**src/rtl/pipe_ctrl_pkg.sv**
```systemverilog
// Shared constants and types for the pipeline stall/flush controller.
// Holds stall encodings, FSM states, register-address width and hazard helper.
package pipe_ctrl_pkg;

  localparam int REG_ADDR_W = 5;
  localparam int STALL_W    = 6;

  localparam logic STOP   = 1'b1;
  localparam logic NOSTOP = 1'b0;

  // Bit order: [0]=PC [1]=IF/ID [2]=ID/EX [3]=EX/MEM [4]=MEM/WB [5]=WB
  localparam logic [STALL_W-1:0] STALL_NONE = {
    NOSTOP, NOSTOP, NOSTOP, NOSTOP, NOSTOP, NOSTOP
  };
  localparam logic [STALL_W-1:0] STALL_IF = {
    NOSTOP, NOSTOP, NOSTOP, NOSTOP, NOSTOP, STOP
  };
  localparam logic [STALL_W-1:0] STALL_LOADUSE = {
    NOSTOP, NOSTOP, NOSTOP, NOSTOP, STOP, STOP
  };
  localparam logic [STALL_W-1:0] STALL_MEM = {
    NOSTOP, STOP, STOP, STOP, STOP, STOP
  };

  typedef enum logic [1:0] {
    S_RUN        = 2'd0,
    S_MEM_WAIT   = 2'd1,
    S_FLUSH_PEND = 2'd2
  } state_e;

  typedef struct packed {
    logic                  rd;
    logic [REG_ADDR_W-1:0] addr;
  } rs_t;

  // x0 is hardwired zero, so a load targeting it never creates a hazard.
  function automatic logic load_use_f(
    input logic                  ex_load,
    input logic [REG_ADDR_W-1:0] ex_wd,
    input rs_t                   rs1,
    input rs_t                   rs2
  );
    logic hit1;
    logic hit2;
    hit1 = rs1.rd && (rs1.addr == ex_wd);
    hit2 = rs2.rd && (rs2.addr == ex_wd);
    return ex_load && (ex_wd != '0) && (hit1 || hit2);
  endfunction

endpackage

```
**src/rtl/pipe_ctrl_wdog.sv**
```systemverilog
// MEM-stall watchdog: saturating count of consecutive stall cycles.
// Ports: clk_i, rst_ni, stallreq_i in; wd_err_o sticky error out.
module pipe_ctrl_wdog #(
  parameter int TIMEOUT = 1024
) (
  input  logic clk_i,
  input  logic rst_ni,
  input  logic stallreq_i,
  output logic wd_err_o
);

  localparam int CW = (TIMEOUT > 1) ? $clog2(TIMEOUT) : 1;
  localparam logic [CW-1:0] LAST = CW'(TIMEOUT - 1);

  logic [CW-1:0] cnt_q;
  logic [CW-1:0] cnt_d;
  logic          err_q;
  logic          err_d;
  logic          at_last;

  assign at_last = (cnt_q == LAST);

  always_comb begin
    cnt_d = cnt_q;
    err_d = err_q;
    if (!stallreq_i) begin
      cnt_d = '0;
    end else begin
      if (!at_last) begin
        cnt_d = cnt_q + CW'(1);
      end
      // TIMEOUT-1 completed cycles plus this one still stalled.
      if (at_last) begin
        err_d = 1'b1;
      end
    end
  end

  always_ff @(posedge clk_i or negedge rst_ni) begin
    if (!rst_ni) begin
      cnt_q <= '0;
      err_q <= 1'b0;
    end else begin
      cnt_q <= cnt_d;
      err_q <= err_d;
    end
  end

  assign wd_err_o = err_q;

endmodule

```
**src/rtl/pipe_ctrl.sv**
```systemverilog
// Central stall/flush controller for the 5-stage pipeline.
// In: hazards, branch, IF/MEM busy. Out: stall, flushes, wd_err, perf counters.
module pipe_ctrl
  import pipe_ctrl_pkg::*;
#(
  parameter int CNT_W   = 32,
  parameter int TIMEOUT = 1024
) (
  input  logic                  clk,
  input  logic                  rst,
  input  logic                  id_reg1_read,
  input  logic [REG_ADDR_W-1:0] id_reg1_addr,
  input  logic                  id_reg2_read,
  input  logic [REG_ADDR_W-1:0] id_reg2_addr,
  input  logic                  ex_now_load,
  input  logic [REG_ADDR_W-1:0] ex_wd,
  input  logic                  ex_branch_taken,
  input  logic                  if_stallreq,
  input  logic                  mem_stallreq,
  output logic [STALL_W-1:0]    stall,
  output logic                  if_idflush_o,
  output logic                  id_exflush_o,
  output logic                  wd_err,
  output logic [CNT_W-1:0]      stall_cycles,
  output logic [CNT_W-1:0]      flush_count
);

  state_e state_q;
  state_e state_d;

  rs_t rs1;
  rs_t rs2;

  logic load_use;
  logic flush_due;
  logic sel_flush;
  logic sel_lu;
  logic sel_if;

  logic [STALL_W-1:0] stall_c;
  logic               flush_c;

  logic [CNT_W-1:0] stall_cycles_q;
  logic [CNT_W-1:0] stall_cycles_d;
  logic [CNT_W-1:0] flush_count_q;
  logic [CNT_W-1:0] flush_count_d;

  assign rs1 = '{rd: id_reg1_read, addr: id_reg1_addr};
  assign rs2 = '{rd: id_reg2_read, addr: id_reg2_addr};

  assign load_use = load_use_f(ex_now_load, ex_wd, rs1, rs2);

  // A branch seen during FLUSH_PEND merges into the pending flush.
  assign flush_due = ex_branch_taken || (state_q == S_FLUSH_PEND);

  // Mutually exclusive selects encode the priority order.
  assign sel_flush = !mem_stallreq && flush_due;
  assign sel_lu    = !mem_stallreq && !flush_due && load_use;
  assign sel_if    = !mem_stallreq && !flush_due && !load_use
                     && if_stallreq;

  always_comb begin
    stall_c = STALL_NONE;
    flush_c = 1'b0;
    unique case (1'b1)
      mem_stallreq: stall_c = STALL_MEM;
      sel_flush:    flush_c = 1'b1;
      sel_lu:       stall_c = STALL_LOADUSE;
      sel_if:       stall_c = STALL_IF;
      default:      ;
    endcase
  end

  always_comb begin
    state_d = state_q;
    unique case (state_q)
      S_RUN: begin
        if (mem_stallreq && ex_branch_taken) begin
          state_d = S_FLUSH_PEND;
        end else if (mem_stallreq) begin
          state_d = S_MEM_WAIT;
        end
      end
      S_MEM_WAIT: begin
        // Branch with MEM released is flushed directly this cycle.
        if (!mem_stallreq) begin
          state_d = S_RUN;
        end else if (ex_branch_taken) begin
          state_d = S_FLUSH_PEND;
        end
      end
      S_FLUSH_PEND: begin
        if (!mem_stallreq) begin
          state_d = S_RUN;
        end
      end
      default: state_d = S_RUN;
    endcase
  end

  always_ff @(posedge clk or negedge rst) begin
    if (!rst) begin
      state_q <= S_RUN;
    end else begin
      state_q <= state_d;
    end
  end

  always_comb begin
    stall_cycles_d = stall_cycles_q;
    flush_count_d  = flush_count_q;
    if (stall_c != STALL_NONE) begin
      stall_cycles_d = stall_cycles_q + CNT_W'(1);
    end
    if (flush_c) begin
      flush_count_d = flush_count_q + CNT_W'(1);
    end
  end

  always_ff @(posedge clk or negedge rst) begin
    if (!rst) begin
      stall_cycles_q <= '0;
      flush_count_q  <= '0;
    end else begin
      stall_cycles_q <= stall_cycles_d;
      flush_count_q  <= flush_count_d;
    end
  end

  pipe_ctrl_wdog #(
    .TIMEOUT (TIMEOUT)
  ) u_wdog (
    .clk_i      (clk),
    .rst_ni     (rst),
    .stallreq_i (mem_stallreq),
    .wd_err_o   (wd_err)
  );

  // Outputs are combinational; hold them quiet while reset is asserted.
  assign stall        = rst ? stall_c : STALL_NONE;
  assign if_idflush_o = rst && flush_c;
  assign id_exflush_o = rst && flush_c;
  assign stall_cycles = stall_cycles_q;
  assign flush_count  = flush_count_q;

endmodule

```
**config.mk**
```make
export PLATFORM = sky130hd
export DESIGN_NAME = pipe_ctrl
export DESIGN_NICKNAME = d
export VERILOG_FILES = /design/src/rtl/pipe_ctrl_pkg.sv /design/src/rtl/pipe_ctrl_wdog.sv /design/src/rtl/pipe_ctrl.sv
export SDC_FILE = /design/constraint.sdc
export NUM_CORES = 1
export LEC_CHECK = 0
export CORE_AREA = 2 2 101 103
export DETAILED_ROUTE_END_ITERATION = 6
export DIE_AREA = 0 0 103 105
export PLACE_DENSITY = 0.69
export SLEW_MARGIN = 10
export SYNTH_ARGS = -nofsm -noshare
export SYNTH_HDL_FRONTEND = slang
export SYNTH_HIERARCHICAL = 1
export SYNTH_SLANG_ARGS = --single-unit
```
**constraint.sdc**
```tcl
create_clock -name clk -period 1.9 [get_ports clk]
set_input_delay 0.19 -clock clk [delete_from_list [all_inputs] [get_ports clk]]
set_output_delay 0.19 -clock clk [all_outputs]
set_load 0.02 [all_outputs]
```
==> results.toml <==
[global_routing]
grt_pass1_wl_um = 15200
track_usage_pct = 17.48
gr-total-overflow = 0
grt_max_degree = 64
antenna_found_initial = 0
first_global_vias = 3135

[detailed_routing]
drc = 0
wl_um = 8890
first_pass_iters = 4
final_antenna_net_count = 0
wire_per_inst_um = 14.27
drtIter0Drc = 69
vias = 3060
via_per_inst = 4.912

[cells_and_area]
diodes = 0
fill_cells = 848
drive_gt1_share_pct = 17.35
post-route-util_pct = 56.46
area_growth_pct = 42.86
layout_common_cells = "clkdlybuf4s50_1 (81), dfrtp_1 (76), buf_4 (39)"
seq_area_um2 = 1928
layout_commonest_cell = "clkdlybuf4s50_1"
multi_input_area_um2 = 1871
fin_nets = 511

[floorplan]
rows = 36
initial_utilization_pct = 39.52
pin_count = 96
coreArea_um2 = 9639
dieArea_um2 = 10820
dieHeight_um = 105
die_w_um = 103

[critical_path]
cp_slowest_stage_delay_ns = 0.53
path_depth = 7
path_cells = "clkdlybuf4s15_1 > or4_4 > o21ai_4 > nor2_2 > a221oi_4 > nor2b_1 > buf_4"
cpMaxStageDelayCell = "or4_4"
start_kind = "input pin"
cp_num_buf_inv = 2
end_kind = "output pin"
critPathRequiredTime_ns = 1.71
path_class = "in2out"
cpLargestDelayFamily = "simple AND/OR/NAND/NOR gates"
rr_worst_depth = 8
critical_path_arrival_ns = 1.68
worstPathMaxFanout = 2

[hold_path]
hold_path_class = "in2async"

[logic_synthesis]
yosysWarnings = 6
ys_ff_latch = 77
synthArstFlopShare_pct = 100.0
netlist_instances = 353
synthesis.area_um2 = 3810
synth_edf_count = 0
postSynthAreaPerCell_um2 = 10.79
syn-num-nets = 379
synthFlopType = "dfrtp_1"
yosysTopAreaCellShare_pct = 50.57
synth_top_cells_by_area = "dfrtp_1 (51%), xor2_1 (8.7%), xnor2_1 (8.5%), nand3_1 (4.2%), nand2_1 (2.7%)"
synthDistinctLibCells = 45
seq_area_frac_synth_pct = 50.57
yosysTopAreaCell = "dfrtp_1"

[power]
fin_total_pwr_w = 0.004851
ir_drop_v = 0.0007930
power_leakage_nw = 2.387
powerDensity_nw_per_um2 = 891.3

[sta]
tightest_slew_ns = 0.7883
holdWs_ns = 0.2883
skew_ns = 0.01104
setup_viol = 0
rsz0062_at_grt = "yes"
fmax_mhz = 533.5
relSlewSlack_pct = 47.44
final_hold_viol_count = 0
min_period_ns = 1.874
period_share_pct = 98.66
slew_violations = 0

[cts]
clockRootBuffer = "clkbuf_8"
numCtsBuffers = 9
cts_tree = "built"
clkTransAtPathRegs_ns = 0.09
clk_latency_ns = 0.35
htree_num_levels = 3
clkSinkCount = 77
clockBufferDepth = 2

[placed_design]
dp_hpwl_um = 6527
gp_congestion = 0.8312
portBuffers = 94

[outcome]
status = "complete, no violations"

[job]
max_cap_violations = 0
==> stage by stage <==
step | instance area (um2) | instances | setup TNS (ns) | worst slack, ns
after CTS | 5366 | 622 | -0.02134 | -0.02134
final | 5443 | 623 | 0 | 0.02555
after detailed placement | 5110 | 605 | -19.84 | -0.6058
after global routing | 5443 | 623 | -0.04590 | -0.04218
after floorplan | 3810 | 353 | 0 | 0.004314
after global placement | 5110 | 605 | -19.08 | -0.5963
==> final timing paths <==
| kind | startpoint | slack [ns] | end |
|---|---|---|---|
| worst max-delay path | ex_wd[3] | 0.03 | stall[0] |
| worst min-delay path | rst | 0.29 | stall_cycles[0]$_DFFE_PN0P_ |
| worst max register to register | stall_cycles[4]$_DFFE_PN0P_ | 0.11 | stall_cycles[30]$_DFFE_PN0P_ |
| worst min register to register | u_wdog/wd_err_o$_DFFE_PN0P_ | 0.47 | u_wdog/wd_err_o$_DFFE_PN0P_ |
| max in group asynchronous | rst | 0.52 | flush_count[8]$_DFFE_PN0P_ |
| min in group clk | ex_branch_taken | 0.42 | state_q[0]$_DFFE_PN0P_ |
==> registers in the layout, summed over array words and instances (netlist names) <==
signal and count:
state_q 2, u_wdog/cnt_q 10, u_wdog/wd_err_o 1, stall_cycles 32, flush_count 32
==> report_power, final <==
group	internal [W]	total, W	switching (W)
Clock	0.000773	0.00138	0.000604
Sequential	0.00185	0.00208	0.000233
Combinational	0.000709	0.00139	0.000683
Total	0.00333	0.00485	0.00152
==> synthesized netlist by cell type (6+ instances only) <==
master	n
xor2_1	38
dfrtp_1	77
nand4_1	11
and2_1	8
and3_1	14
nor3_1	14
and4_1	7
nor3b_1	6
nand2_1	27
nor2_1	17
nand3_1	32
xnor2_1	37
==> layout make-up <==
cell class / count / area share, %
Sequential cell: 77 / 35.43
Multi-Input combinational cell: 259 / 34.37
Timing Repair Buffer: 133 / 22.69
Tap cell: 133 / 3.057
Clock buffer: 10 / 2.529
Clock inverter: 6 / 1.586
Inverter: 5 / 0.3448
==> layer usage <==
metal / wire, um / vias up / global-route usage (%)
li1: - / 1485 / -
met2: 4405 / 74 / 27.83
met1: 3972 / 1496 / 23.63
met5: 0 / - / 0
met3: 428 / 5 / 4.281
met4: 84 / 0 / 4.793
==> logic make-up (layout without fill, tap and decap cells) <==
| logic type | Yosys count | after routing | share of synthesized area, % |
|---|---|---|---|
| flops | 77 | 77 | 50.57 |
| xor+xnor | 75 | 75 | 17.24 |
| buf+inv | 17 | 154 | 2.660 |
| mux | 1 | 1 | 0.2955 |
| fa+ha+maj | 3 | 3 | 0.9853 |
| compound gates | 22 | 22 | 4.730 |
| other cells | 1 | 1 | 0.09843 |
| simple gates | 157 | 157 | 23.42 |
==> timing repair <==
item,in CTS,in global routing
cloned,0,0
pin swaps,6,3
buffers inserted,0,1
hold endpoints to repair,14,0
resized for setup,36,14
hold buffers,1,0
endpoints found under the setup margin,39,17
(Power assumes the default switching activity.)
